==> src/rtl/wrr_flow_classifier_pkg.sv <==
// Shared widths, index-width helper and flow-table entry type for the
// wrr_flow_classifier rank-pipe front end.
package wrr_flow_classifier_pkg;

    localparam int KEY_W         = 32;
    localparam int FLOW_ID_W     = 16;
    localparam int FLOW_WEIGHT_W = 8;
    localparam int META_W        = 16;
    localparam int NUM_FLOWS     = 4;
    localparam int CNT_W         = 32;

    // Index width for n entries; never below one bit so a single-entry table still has a port.
    function automatic int l2(input int n);
        int r;
        r = 1;
        while ((1 << r) < n) r++;
        return r;
    endfunction

    localparam int IDX_W = l2(NUM_FLOWS);

    typedef struct packed {
        logic                     valid;
        logic [KEY_W-1:0]         key;
        logic [FLOW_WEIGHT_W-1:0] weight;
    } flow_entry_t;

endpackage

==> src/rtl/wrr_flow_classifier_if.sv <==
// Descriptor-in / insert-out bundle between the descriptor source, the
// classifier and wrr_rank.
interface wrr_flow_classifier_if
    import wrr_flow_classifier_pkg::*;
#(
    parameter int KEY_WIDTH         = KEY_W,
    parameter int FLOW_ID_WIDTH     = FLOW_ID_W,
    parameter int FLOW_WEIGHT_WIDTH = FLOW_WEIGHT_W,
    parameter int META_WIDTH        = META_W
);
    logic                         desc_valid;
    logic                         desc_ready;
    logic [KEY_WIDTH-1:0]         desc_key;
    logic [META_WIDTH-1:0]        desc_meta;
    logic                         busy;
    logic                         insert;
    logic [FLOW_ID_WIDTH-1:0]     flowID_out;
    logic [FLOW_WEIGHT_WIDTH-1:0] flow_weight_out;
    logic [META_WIDTH-1:0]        meta_out;

    modport master (
        output desc_valid, desc_key, desc_meta, busy,
        input  desc_ready, insert, flowID_out, flow_weight_out, meta_out
    );

    modport slave (
        input  desc_valid, desc_key, desc_meta, busy,
        output desc_ready, insert, flowID_out, flow_weight_out, meta_out
    );
endinterface

==> src/rtl/wrr_flow_table.sv <==
// Register-array flow table with a single write port and a combinational
// parallel key match (lowest matching index wins, weight clamped to >= 1).
module wrr_flow_table
    import wrr_flow_classifier_pkg::*;
#(
    parameter int NUM_ENTRIES = NUM_FLOWS,
    parameter int IW          = l2(NUM_ENTRIES)
) (
    input  logic                     clk,
    input  logic                     rst_n,
    input  logic                     wr_en,
    input  logic [IW-1:0]            wr_idx,
    input  logic                     wr_valid,
    input  logic [KEY_W-1:0]         wr_key,
    input  logic [FLOW_WEIGHT_W-1:0] wr_weight,
    input  logic [KEY_W-1:0]         lookup_key,
    output logic                     hit,
    output logic [IW-1:0]            hit_idx,
    output logic [FLOW_WEIGHT_W-1:0] hit_weight
);
    flow_entry_t entries [NUM_ENTRIES];

    // wrr_rank's weight counter starts at 1, so a zero weight would never wrap.
    function automatic logic [FLOW_WEIGHT_W-1:0] clamp_weight(input logic [FLOW_WEIGHT_W-1:0] w);
        return (w == '0) ? FLOW_WEIGHT_W'(1) : w;
    endfunction

    always_ff @(posedge clk or negedge rst_n) begin
        if (!rst_n) begin
            for (int i = 0; i < NUM_ENTRIES; i++) entries[i] <= '0;
        end else if (wr_en && (int'(wr_idx) < NUM_ENTRIES)) begin
            entries[wr_idx] <= '{valid: wr_valid, key: wr_key, weight: wr_weight};
        end
    end

    // Scan from the top so the lowest matching index is the one left standing.
    always_comb begin
        hit        = 1'b0;
        hit_idx    = '0;
        hit_weight = '0;
        for (int i = NUM_ENTRIES - 1; i >= 0; i--) begin
            if (entries[i].valid && (entries[i].key == lookup_key)) begin
                hit        = 1'b1;
                hit_idx    = IW'(i);
                hit_weight = clamp_weight(entries[i].weight);
            end
        end
    end
endmodule

==> src/rtl/wrr_flow_classifier.sv <==
// Two-stage flow classifier feeding wrr_rank: S1 looks the key up, S2 holds
// the hit until wrr_rank is not busy. Misses are dropped out of S1 and counted.
module wrr_flow_classifier
    import wrr_flow_classifier_pkg::*;
#(
    parameter int KEY_WIDTH         = KEY_W,
    parameter int FLOW_ID_WIDTH     = FLOW_ID_W,
    parameter int FLOW_WEIGHT_WIDTH = FLOW_WEIGHT_W,
    parameter int MAX_NUM_FLOWS     = NUM_FLOWS,
    parameter int META_WIDTH        = META_W,
    parameter int CNT_WIDTH         = CNT_W
) (
    input  logic                             clk,
    input  logic                             rst_n,
    wrr_flow_classifier_if.slave             bus,
    input  logic                             cfg_wr_en,
    input  logic [l2(MAX_NUM_FLOWS)-1:0]     cfg_idx,
    input  logic                             cfg_entry_valid,
    input  logic [KEY_WIDTH-1:0]             cfg_key,
    input  logic [FLOW_WEIGHT_WIDTH-1:0]     cfg_weight,
    output logic [CNT_WIDTH-1:0]             pkt_cnt,
    output logic [CNT_WIDTH-1:0]             miss_cnt
);
    localparam int IW = l2(MAX_NUM_FLOWS);

    logic                         vld_p1;
    logic [KEY_WIDTH-1:0]         key_p1;
    logic [META_WIDTH-1:0]        meta_p1;
    logic                         hit_p1;
    logic [IW-1:0]                idx_p1;
    logic [FLOW_WEIGHT_WIDTH-1:0] weight_p1;
    logic                         vld_p2;
    logic [IW-1:0]                idx_p2;
    logic [FLOW_WEIGHT_WIDTH-1:0] weight_p2;
    logic [META_WIDTH-1:0]        meta_p2;
    logic                         adv_p1;
    logic                         adv_p2;
    logic                         miss_p1;
    logic                         insert;

    function automatic logic [CNT_WIDTH-1:0] sat_inc(input logic [CNT_WIDTH-1:0] c);
        return (&c) ? c : c + 1'b1;
    endfunction

    wrr_flow_table #(
        .NUM_ENTRIES (MAX_NUM_FLOWS),
        .IW          (IW)
    ) u_table (
        .clk        (clk),
        .rst_n      (rst_n),
        .wr_en      (cfg_wr_en),
        .wr_idx     (cfg_idx),
        .wr_valid   (cfg_entry_valid),
        .wr_key     (cfg_key),
        .wr_weight  (cfg_weight),
        .lookup_key (key_p1),
        .hit        (hit_p1),
        .hit_idx    (idx_p1),
        .hit_weight (weight_p1)
    );

    // A missing S1 descriptor never needs S2, so it frees S1 regardless of busy.
    assign adv_p2  = ~vld_p2 | ~bus.busy;
    assign miss_p1 = vld_p1 & ~hit_p1;
    assign adv_p1  = ~vld_p1 | miss_p1 | adv_p2;
    assign insert  = vld_p2 & ~bus.busy;

    assign bus.desc_ready      = rst_n & adv_p1;
    assign bus.insert          = insert;
    assign bus.flowID_out      = FLOW_ID_WIDTH'(idx_p2);
    assign bus.flow_weight_out = weight_p2;
    assign bus.meta_out        = meta_p2;

    always_ff @(posedge clk or negedge rst_n) begin
        if (!rst_n) begin
            vld_p1    <= 1'b0;
            key_p1    <= '0;
            meta_p1   <= '0;
            vld_p2    <= 1'b0;
            idx_p2    <= '0;
            weight_p2 <= '0;
            meta_p2   <= '0;
            pkt_cnt   <= '0;
            miss_cnt  <= '0;
        end else begin
            // S1: register the accepted descriptor
            if (adv_p1) begin
                vld_p1 <= bus.desc_valid;
                if (bus.desc_valid) begin
                    key_p1  <= bus.desc_key;
                    meta_p1 <= bus.desc_meta;
                end
            end
            // S2: capture the hit result, frozen against later table writes
            if (adv_p2) begin
                vld_p2 <= vld_p1 & hit_p1;
                if (vld_p1 && hit_p1) begin
                    idx_p2    <= idx_p1;
                    weight_p2 <= weight_p1;
                    meta_p2   <= meta_p1;
                end
            end
            if (insert)  pkt_cnt  <= sat_inc(pkt_cnt);
            if (miss_p1) miss_cnt <= sat_inc(miss_cnt);
        end
    end
endmodule

==> src/flat_wrapper.sv <==
// flat-port wrapper written by rule: the top's interface ports become plain ports
module wrr_flow_classifier_flat import wrr_flow_classifier_pkg::*;
#(
    parameter int KEY_WIDTH         = KEY_W,
    parameter int FLOW_ID_WIDTH     = FLOW_ID_W,
    parameter int FLOW_WEIGHT_WIDTH = FLOW_WEIGHT_W,
    parameter int MAX_NUM_FLOWS     = NUM_FLOWS,
    parameter int META_WIDTH        = META_W,
    parameter int CNT_WIDTH         = CNT_W
)
  (clk, rst_n, cfg_wr_en, cfg_idx, cfg_entry_valid, cfg_key, cfg_weight, pkt_cnt, miss_cnt, bus_desc_valid, bus_desc_key, bus_desc_meta, bus_busy, bus_desc_ready, bus_insert, bus_flowID_out, bus_flow_weight_out, bus_meta_out);
  wrr_flow_classifier_if #(.KEY_WIDTH(KEY_WIDTH), .FLOW_ID_WIDTH(FLOW_ID_WIDTH), .FLOW_WEIGHT_WIDTH(FLOW_WEIGHT_WIDTH), .META_WIDTH(META_WIDTH)) bus_i ();
  input  logic clk;
  input  logic rst_n;
  input  logic cfg_wr_en;
  input  logic [l2(MAX_NUM_FLOWS)-1:0] cfg_idx;
  input  logic cfg_entry_valid;
  input  logic [KEY_WIDTH-1:0] cfg_key;
  input  logic [FLOW_WEIGHT_WIDTH-1:0] cfg_weight;
  output logic [CNT_WIDTH-1:0] pkt_cnt;
  output logic [CNT_WIDTH-1:0] miss_cnt;
  input wire logic [$bits(bus_i.desc_valid)-1:0] bus_desc_valid;
  input wire logic [$bits(bus_i.desc_key)-1:0] bus_desc_key;
  input wire logic [$bits(bus_i.desc_meta)-1:0] bus_desc_meta;
  input wire logic [$bits(bus_i.busy)-1:0] bus_busy;
  output wire logic [$bits(bus_i.desc_ready)-1:0] bus_desc_ready;
  output wire logic [$bits(bus_i.insert)-1:0] bus_insert;
  output wire logic [$bits(bus_i.flowID_out)-1:0] bus_flowID_out;
  output wire logic [$bits(bus_i.flow_weight_out)-1:0] bus_flow_weight_out;
  output wire logic [$bits(bus_i.meta_out)-1:0] bus_meta_out;
  assign bus_i.desc_valid = bus_desc_valid;
  assign bus_i.desc_key = bus_desc_key;
  assign bus_i.desc_meta = bus_desc_meta;
  assign bus_i.busy = bus_busy;
  assign bus_desc_ready = bus_i.desc_ready;
  assign bus_insert = bus_i.insert;
  assign bus_flowID_out = bus_i.flowID_out;
  assign bus_flow_weight_out = bus_i.flow_weight_out;
  assign bus_meta_out = bus_i.meta_out;
  wrr_flow_classifier #(.KEY_WIDTH(KEY_WIDTH), .FLOW_ID_WIDTH(FLOW_ID_WIDTH), .FLOW_WEIGHT_WIDTH(FLOW_WEIGHT_WIDTH), .MAX_NUM_FLOWS(MAX_NUM_FLOWS), .META_WIDTH(META_WIDTH), .CNT_WIDTH(CNT_WIDTH)) u_core (.clk(clk), .rst_n(rst_n), .bus(bus_i), .cfg_wr_en(cfg_wr_en), .cfg_idx(cfg_idx), .cfg_entry_valid(cfg_entry_valid), .cfg_key(cfg_key), .cfg_weight(cfg_weight), .pkt_cnt(pkt_cnt), .miss_cnt(miss_cnt));
endmodule
==> config.mk <==
export PLATFORM = sky130hd
export DESIGN_NAME = wrr_flow_classifier_flat
export DESIGN_NICKNAME = d
export VERILOG_FILES = /design/src/rtl/wrr_flow_classifier_pkg.sv /design/src/rtl/wrr_flow_classifier_if.sv /design/src/rtl/wrr_flow_table.sv /design/src/rtl/wrr_flow_classifier.sv /design/src/flat_wrapper.sv
export SDC_FILE = /design/constraint.sdc
export NUM_CORES = 1
export LEC_CHECK = 0
export ABC_AREA = 1
export CAP_MARGIN = 20
export CELL_PAD_IN_SITES_DETAIL_PLACEMENT = 1
export CELL_PAD_IN_SITES_GLOBAL_PLACEMENT = 2
export CORE_MARGIN = 3
export CORE_UTILIZATION = 35
export CTS_BUF_LIST = sky130_fd_sc_hd__clkbuf_8
export DETAILED_ROUTE_END_ITERATION = 8
export DONT_BUFFER_PORTS = 1
export PLACE_DENSITY_LB_ADDON = 0.2
export SYNTH_ARGS = -nofsm -noshare
export SYNTH_HDL_FRONTEND = slang
export SYNTH_SLANG_ARGS = --single-unit
==> constraint.sdc <==
create_clock -name clk -period 1.9 [get_ports clk]
set_clock_uncertainty 0.05 [all_clocks]
set_input_delay 0.19 -clock clk [delete_from_list [all_inputs] [get_ports clk]]
set_output_delay 0.19 -clock clk [all_outputs]
set_load 0.1 [all_outputs]
Word level (Yosys, flattened, before mapping):

Cells that the tools add are included.
W data, S select, Z words.

* input port bits: 96
* output and inout bits: 106
* flip-flop bits (word level): 304
* logic and storage cells: 78

* eq/ne operators: 4
* muxes and demuxes: 19
* add/sub/neg operators: 2
* order comparisons: 2
* reductions and logical operators: 16
* bitwise gates (word level): 14

Operators with widths (number)
* $bwmux W164: 1
* $eq A32 B32 Y1: 4
* $demux W41 S2: 1
* $add A32 B1 Y32 const B: 2
* $mux W8: 8
* $reduce_and A32 Y1: 2
* $mux W41: 1
* $logic_not A8 Y1: 4
* $mux W2: 4
* $reduce_and A2 Y1: 4
* $logic_and A1 B1 Y1: 6
* $not A1 Y1: 6
* $and A1 B1 Y1: 4
* $mux W1: 4
* $ge A3 B3 Y1 const B: 1
* $lt A3 B1 Y1 const B: 1
* $not A2 Y3: 1
* $or A1 B1 Y1: 3

Depth between registers and ports, before layout:

Gate-level depths: netlist of run 1.

* depth after elaboration: 11
* mapped depth: 17
* mapped depth without buffers: 15

Modules after synthesis:

A second synthesis of run 1 with hierarchy kept.

* cell total of the unflattened synthesis: 1947
* area total of the unflattened synthesis: 15259.6 sq um

By module, submodules not included
* wrr_flow_table: times used 1, area each 8191.6 sq um, cells each 1066, sequential area each 4103.9 sq um
* wrr_flow_classifier: times used 1, area each 7068.0 sq um, cells each 881, sequential area each 3503.4 sq um

Worst setup path after synthesis of run 1:

Ideal clock, no wire load.

* path kind: register to register
* from: register u_core.miss_cnt[0]
* to: register u_core.miss_cnt[13]
* path slack: -0.836 ns
* stages on the path, launching flop included: 13
* setup time: 0.067 ns
* arrival: 2.619 ns
* cell sequence: dfrtp_1 > ha_1 > inv_1 > nor4_1 > inv_1 > nor3_2 > nand4_1 > nand2_1 > nor2_4 > inv_2 > buf_2 > nand2_1 > nand2_1

* longest elaborated chain between the ends: 3

Ends and longest elaborated chain
* start, declared: line wrr_flow_classifier.sv:22 `output logic [CNT_WIDTH-1:0] miss_cnt`
* start signal, assigned: line wrr_flow_classifier.sv:104 `if (miss_p1) miss_cnt <= sat_inc(miss_cnt);`
* branches (longest 3 deep; another with $add A32 B1 Y32)

Parallel ways; which one is timed is not known.
A chain may end at the register's enable or synchronous reset.

Worst setup path in the final report of run 1:

* from: register u_core.key_p1[23]
* to: output bus_desc_ready

* longest elaborated chain between the ends: 11

Ends and longest elaborated chain
* start, declared: line wrr_flow_classifier.sv:27 `logic [KEY_WIDTH-1:0] key_p1;`
* start signal, assigned: line wrr_flow_classifier.sv:90 `key_p1 <= bus.desc_key;`
* $eq A32 B32 Y1: line wrr_flow_table.sv:42 `if (entries[i].valid && (entries[i].key == lookup_key)) begin`
* $logic_and A1 B1 Y1: line wrr_flow_table.sv:42
* $mux W1 (3 in series): line wrr_flow_table.sv:42
* $mux W1 (*): line wrr_flow_table.sv:42
* $not A1 Y1 (*): line wrr_flow_classifier.sv:64 `assign miss_p1 = vld_p1 & ~hit_p1;`
* $and A1 B1 Y1 (*): line wrr_flow_classifier.sv:64
* $or A1 B1 Y1 (*) (2 in series): line wrr_flow_classifier.sv:65 `assign adv_p1 = ~vld_p1 | miss_p1 | adv_p2;`
* $and A1 B1 Y1 (*): line wrr_flow_classifier.sv:68 `assign bus.desc_ready = rst_n & adv_p1;`
* end, declared: line flat_wrapper.sv:26 `output wire logic [$bits(bus_i.desc_ready)-1:0] bus_desc_ready;`

Every way passes the cells marked *; elsewhere a longest branch is shown, timed or not.

==> results.md, run 1 <==
- Status: complete, but fails checks
- Failing checks: hold timing, setup timing
- FF-to-FF End: u_core.bus.flow_weight_out[0]$_DFFE_PN0P_
- Share of cells above drive strength 1: 27.8%
- GPL Wtd Cong: between 0.8 and 0.9
- Cts bufs inserted: 56
- Post-Synth Simple-Gate Area: ~29%
- Cell area after layout: between 20000 and 25000 um2
- Routed vias/inst: 4.89
- Post-synthesis xor/xnor area fraction: between 5 and 6%
- Hold WS: -0.817 ns
- Pwr dens: about 850 nW/um2
- Final WL: about 56000 um
- Initial Util: between 30 and 40%
- DP Wirelength: about 38000 um
- First-pass GRT wire length: about 85000 um
- Final worst path period share: 153%
- Worst slew margin: between 40% and 50%
- Die Width: 213 um
- Max IR drop VDD: roughly 700 uV
- CTS Buffer Depth: 3
- Max-cap violations: 0
- Clock slew at reported path FFs: 0.06 ns
- Total I/O pin count: 202
- Yosys reg bits: between 300 and 400
- Unrepaired setup endpoints after global routing: true
- Hold crit path type: primary input to async pin
- TritonCTS clock tree: built
- Pleak: around 10 nW
- Fmax achieved: between 300 and 400 MHz
- Placement Cell Area: 17800 um2
- Critical path cell sequence: nand2_1 -> nand2_1 -> nor2_1 -> nand2_1 -> nor2_4 -> nand3_4 -> nor2_4 -> nor2_4 -> nand2_4 -> nand3_4 -> buf_6 -> nand2_4 -> clkinvlp_4 -> buf_12
- Final Hold Vio Count: 304
- CTS root buf: clkbuf_8
- Final min period: between 2 and 3 ns
- Mux cell area share after synthesis: 0%
- Worst setup path endpoint: bus_desc_ready
- Critical path origin: u_core.key_p1[23]$_DFFE_PN0P_
- Clock sink count: about 300
- Ant. Diodes: 0
- Routed WL per cell: about 19 um
- Total gr overflow: 0
- Final Non-Filler Cells: ~2900
- Worst Reg-to-Reg Cells: 20
- Row count: 75
- Arrival time worst endpoint: 2.67 ns
- Setup WS pre-CTS: -0.656 ns
- Crit Path Class: flop to primary output
- Count of different cell masters after synthesis: 36
- Antenna violations before repair: 1
- Inst Count DP: 2690
- Largest family of logic cells by synthesized area: simple AND/OR/NAND/NOR gates
- Remaining routing DRC violations: 0
- Initial DRC Count: ~700
- PnR worst setup slack: -1.01 ns
- Largest stage delay, worst path: roughly 0.45 ns
- CP Launch Type: flop
- Fin nets: between 2000 and 2500
- Area growth, synth to finish: 41.4%
- Slew @ Worst Pin: 0.758 ns
- Worst Setup End Kind: primary output
- Warnings, synthesis: 0
- Synthesized area: approximately 15000 um2
- H-tree levels: 2
- Core Area: between 40000 and 50000 um2
- Vias: 14300
- Post-Syn Instances: approximately 2000
- Adder-cell area share of the yosys netlist: less than 1%
- Routed Antenna Nets: 0
- IO Port Bufs: 0
- Slowest CP cell: dfrtp_2
- CTS Hold Bufs: between 90 and 100
- Sequential area share after synthesis: between 50% and 60%
- Vias in the first global route: 15400
- Max Slew Vio Count: 0
- GRT Overall Usage: about a quarter
- Largest net degree at the start of global routing: slightly above 300
- Clk_lat worst skew: 0.67 ns
- DIE AREA: 45500 um2
- Critical path required time: 1.66 ns
- Setup TNS Final: -70.38 ns
- R2R setup slack: -0.80 ns
- Average footprint of a synthesized cell: ~7.7 um2
- DRT Pass-1 Iters: 5
- Die height: about 210 um
- FF-to-FF Start: u_core.key_p1[23]$_DFFE_PN0P_
- Final setup violation count: approximately 130
- Compound-Gate Fraction of Synth Area: about 7.9%
- Highest net fanout along the worst path: 5
==> final cells by class <==
class / count / area [um2]
Fill cell: 5040 / 20900
Sequential cell: 304 / 7770
Multi-Input combinational cell: 1387 / 7160
Timing Repair Buffer: 401 / 3720
Clock buffer: 73 / 1000
Inverter: 202 / 798
Tap cell: 539 / 674
Clock inverter: 24 / 110
==> stage by stage <==
| stage | util [%] | power, W |
|---|---|---|
| 3_5_place_dp | 42.2 | 0.0113 |
| 4_1_cts | 48.5 | 0.0182 |
| 5_1_grt | 50.4 | 0.0191 |
| 6_report | 50.4 | 0.0181 |
| 2_1_floorplan | - | 0.0101 |
| 3_3_place_gp | 42.2 | 0.0112 |
==> power breakdown <==
| group | switching, W | internal, W |
|---|---|---|
| clock | 0.00291 | 0.00340 |
| combinational | 0.00243 | 0.00144 |
| sequential | 0.000684 | 0.00725 |
==> per-layer routing <==
metal / up-vias / part of all wire, % / track usage, %
met2: 274 / 48 / 40.7
met5: - / 0.023 / 0
li1: 6900 / - / -
met1: 7035 / 44 / 30.7
met4: 2 / 3.9 / 10.0
met3: 119 / 4.2 / 4.67
==> flip-flops by register name, summed over array words and instances, names as in the netlist <==
signal and count:
u_core.bus.flow_weight_out 8, u_core.bus.meta_out 16, u_core.idx_p2 2, u_core.key_p1 32, u_core.meta_p1 16, u_core.miss_cnt 32
u_core.pkt_cnt 32, u_core.u_table.entries 164, u_core.vld_p1 1, u_core.vld_p2 1
==> worst max-delay path: cells and delay by family (launching register included) <==
kind                   cells  cell delay, ns
buffers and inverters      3            0.43
DFF                        1            0.45
and+or+nand+nor           11            1.14
==> worst min path at each step <==
stage / start / to / cells after the start
finish: rst_n / u_core.miss_cnt[25]$_DFFE_PN0P_ / 0
global route: rst_n / u_core.miss_cnt[25]$_DFFE_PN0P_ / 0
CTS: rst_n / u_core.u_table.entries[127]$_DFFE_PN0P_ / 0
detailed placement: rst_n / u_core.miss_cnt[25]$_DFFE_PN0P_ / 0
global placement: rst_n / u_core.miss_cnt[25]$_DFFE_PN0P_ / 0
floorplan: rst_n / u_core.bus.flow_weight_out[0]$_DFFE_PN0P_ / 0
==> timing repair <==
| action | CTS | global route |
|---|---|---|
| hold endpoints to repair | 521 | 304 |
| setup buffers | 13 | 25 |
| gates cloned | 4 | 5 |
| setup endpoints to repair | 118 | 132 |
| resized for setup | 97 | 143 |
| pin swaps | 42 | 57 |
==> synth_stat cells, drive strengths merged <==
master  count  area (um2)
nor4       20         125
o211ai      2        15.0
nand3      89         455
clkinv      2        7.51
buf        35         228
nor3       30         160
nand3b      4        30.0
nand2     756        2850
or2         7        43.8
nor2      127         512
inv       200         751
a21oi       3        15.0
o21a        2        15.0
o21ai     222        1110
a21o        2        15.0
xnor2      39         342
conb        1        3.75
a41oi       1        8.76
a32oi       1        8.76
dfrtp     304        7610
xor2       48         420
nand4      18         113
ha          2        25.0
clkbuf     44         165
==> kinds of logic (layout without fill, tap and decap cells) <==
group / after synthesis / after routing
AND/OR/NAND/NOR: 1051 / 1051
flip-flops: 304 / 304
buffers and inverters: 281 / 700
AO/OA/AOI/OAI: 233 / 233
XOR/XNOR: 87 / 87
adder cells (fa/ha/maj): 2 / 2
other: 1 / 14
==> cells in the final DEF (no fill, tap or decap), drive strengths merged, types with 39 or more instances in the layout <==
cell type    count
nand3           89
xnor2           39
nor2           127
dfrtp          304
nand2          756
inv            218
xor2            48
dlygate4sd3     97
buf            300
clkbuf          77
o21ai          222
No activity file was read; power rests on OpenSTA's default activity.
==> inputs of run 2 (changes only) <==
- PLACE_DENSITY: default -> 0.79
- PLACE_DENSITY_LB_ADDON: 0.2 -> default
==> run 2 against run 1 <==
  * The flow still finishes with violations (hold timing, setup timing)
  * Critical path depth down 3
  * Combinational power is essentially flat
  * Via count decreased by 0.30%
  * Critical path type unchanged
  * Critical endpoint unchanged
  * Highest routed layer unchanged
==> results.md, run 2 (synthesis results as in run 1) <==
- Status: complete, but fails checks (unchanged)
- Failing checks: hold timing, setup timing (unchanged)
- DRT Pass-1 Iters: 5 (unchanged)
- Clock sink count: 304 (unchanged)
- Pwr dens: 872 nW/um2 (was 853 nW/um2)
- Antenna violations before repair: 3 (was 1)
- Max Slew Vio Count: 0 (unchanged)
- Highest Signal Layer: met5 (unchanged)
- Final Hold Vio Count: 304 (unchanged)
- CTS Buffer Depth: 3 (unchanged)
- Row count: 75 (unchanged)
- Post-Route M1 WL: 24500 um (about the same)
- Clk_lat worst skew: 0.67 ns (about the same)
- Commonest cells after routing, fill and taps aside: nand2_1 (728), buf_4 (252), dfrtp_1 (228), o21ai_0 (183), inv_1 (182) (was nand2_1 (702), buf_4 (255), dfrtp_1 (225), inv_1 (183), o21ai_0 (179))
- Final WL: 56800 um (was 56100 um)
- Reg with most FFs: u_core.u_table.entries (unchanged)
- Hold WS: -0.835 ns (was -0.817 ns)
- Clock slew at reported path FFs: 0.06 ns (about the same)
- Routed WL per cell: 19.4 um (was 19.1 um)
- CTS Hold Bufs: 99 (was 98)
- CP Launch Type: flop (unchanged)
- Internal power: 0.0123 W (was 0.0121 W)
- Inst Count DP: 2691 (was 2690)
- Routed Antenna Nets: 0 (unchanged)
- Critical path required time: 1.66 ns (about the same)
- Initial DRC Count: 706 (was 693)
- GRT Overall Usage: 25.0% (was 24.2%)
- Share of cells above drive strength 1: 25.4% (was 27.8%)
- Worst Setup End Kind: primary output (unchanged)
- Setup TNS Final: -65.18 ns (was -70.38 ns)
- Total gr overflow: 0 (unchanged)
- Cts bufs inserted: 57 (was 56)
- Final min period: 2.88 ns (was 2.91 ns)
- Met2 WL post-DR: 28800 um (was 27000 um)
- IO Port Bufs: 0 (unchanged)
- Most common cell after layout, fill and taps aside: nand2_1 (unchanged)
- Initial Util: 35.7% (unchanged)
- CTS root buf: clkbuf_8 (unchanged)
- Core Area: 42100 um2 (unchanged)
- Vias: 14300 (about the same)
- Fin nets: 2450 (unchanged)
- Unrepaired setup endpoints after global routing: true (unchanged)
- Max-cap violations: 0 (unchanged)
- Clk network pwr share: 35.7% (was 34.8%)
- Routed vias/inst: 4.87 (was 4.89)
- Final worst path period share: 152% (was 153%)
- Die height: 213 um (unchanged)
- Max FFs per register: 164 (unchanged)
- Switching Power: 0.00602 W (was 0.00603 W)
- First-pass GRT wire length: 87800 um (was 85100 um)
- Max IR drop VDD: 674 uV (was 700 uV)
- Sequential fraction of design power: 43.1% (was 43.8%)
- GPL Wtd Cong: 0.883 (was 0.871)
- Crit Path Class: flop to primary output (unchanged)
- DR WL met3: 2300 um (was 2350 um)
- Highest net fanout along the worst path: 5 (unchanged)
- Arrival time worst endpoint: 2.64 ns (was 2.67 ns)
- Total I/O pin count: 202 (unchanged)
- Switch share: 32.8% (was 33.3%)
- PnR worst setup slack: -0.985 ns (was -1.01 ns)
- Area growth, synth to finish: 39.9% (was 41.4%)
- Vias in the first global route: 15500 (was 15400)
- DIE AREA: 45500 um2 (unchanged)
- Slew @ Worst Pin: 1.02 ns (was 0.758 ns)
- Die Width: 213 um (unchanged)
- Remaining routing DRC violations: 0 (unchanged)
- DP Wirelength: 39300 um (was 38100 um)
- Final setup violation count: 118 (was 129)
- Layout filler cell count: 5087 (was 5040)
- Hold crit path type: primary input to async pin (unchanged)
- Comb power frac: 21.1% (was 21.4%)
- Util after Layout: 49.9% (was 50.4%)
- Setup WS pre-CTS: -0.600 ns (was -0.656 ns)
- Fmax achieved: 347 MHz (was 343 MHz)
- Largest net degree at the start of global routing: 306 (unchanged)
- Pleak: 10.4 nW (was 10.5 nW)
- H-tree levels: 2 (unchanged)
- Final Non-Filler Cells: 2935 (was 2930)
- TritonCTS clock tree: built (unchanged)
- Worst slew margin: 32.3% (was 49.5%)
-- run 2: timing repair --
| item | CTS | global route |
|---|---|---|
| pin swaps | 25 | 24 |
| cloned | 10 | 1 |
| resized for setup | 96 | 53 |
| endpoints found under the hold margin | 521 | 304 |
| endpoints found under the setup margin | 124 | 153 |
| setup buffers | 23 | 10 |
-- run 2: worst max-delay path, stage by stage, from the launching register on --
cell        delay [ns]
dfrtp_1           0.44
xor2_1            0.17
buf_4             0.16
nor3_1            0.27
nand3_2           0.15
nor2_4            0.18
nor2_4            0.06
nand2_4           0.07
nand3_4           0.08
nand2_4           0.08
clkinvlp_4        0.13
buf_12            0.17
-- run 2: worst paths after layout --
check	from	to	slack [ns]	cells after the start
worst max-delay path	u_core.key_p1[2]$_DFFE_PN0P_	bus_desc_ready	-0.98	11
worst min-delay path	rst_n	u_core.miss_cnt[25]$_DFFE_PN0P_	-0.84	0
worst max register to register	u_core.key_p1[2]$_DFFE_PN0P_	u_core.key_p1[23]$_DFFE_PN0P_	-0.74	15
worst min register to register	u_core.meta_p1[14]$_DFFE_PN0P_	u_core.bus.meta_out[14]$_DFFE_PN0P_	0.42	2
max in group asynchronous	rst_n	u_core.key_p1[28]$_DFFE_PN0P_	1.89	0
min in group clk	bus_desc_meta[1]	u_core.meta_p1[1]$_DFFE_PN0P_	0.19	3
-- run 2: power groups by stage --
stage,combinational (W),clock (W),sequential (W)
2_1_floorplan,0.00178,0,0.00832
3_3_place_gp,0.00328,0,0.00796
3_5_place_dp,0.00337,0,0.00799
4_1_cts,0.00379,0.00676,0.00789
5_1_grt,0.00426,0.00707,0.00801
6_report,0.00388,0.00655,0.00791
-- run 2: area by class of cell --
cell class | instances | area [um2] | area share [%]
Tap cell | 539 | 674 | 3.21
Sequential cell | 304 | 7770 | 37.0
Multi-Input combinational cell | 1388 | 6840 | 32.5
Inverter | 202 | 796 | 3.78
Clock buffer | 71 | 977 | 4.65
Antenna cell | 1 | 2.50 | 0.0119
Clock inverter | 31 | 189 | 0.899
Timing Repair inverter | 2 | 22.5 | 0.107
Timing Repair Buffer | 397 | 3760 | 17.9
-- run 2: routing by layer --
layer	global-route usage, %	up-vias
li1	-	6902
met1	31.5	7048
met2	44.4	260
met3	4.45	75
met4	6.40	2
met5	0	-
-- run 2: metrics by stage --
| step | cell area (um2) | total power [W] |
|---|---|---|
| floorplan | 15400 | 0.0101 |
| global placement | 17800 | 0.0112 |
| detailed placement | 17800 | 0.0114 |
| CTS | 20700 | 0.0184 |
| global route | 21000 | 0.0193 |
| finish | 21000 | 0.0183 |
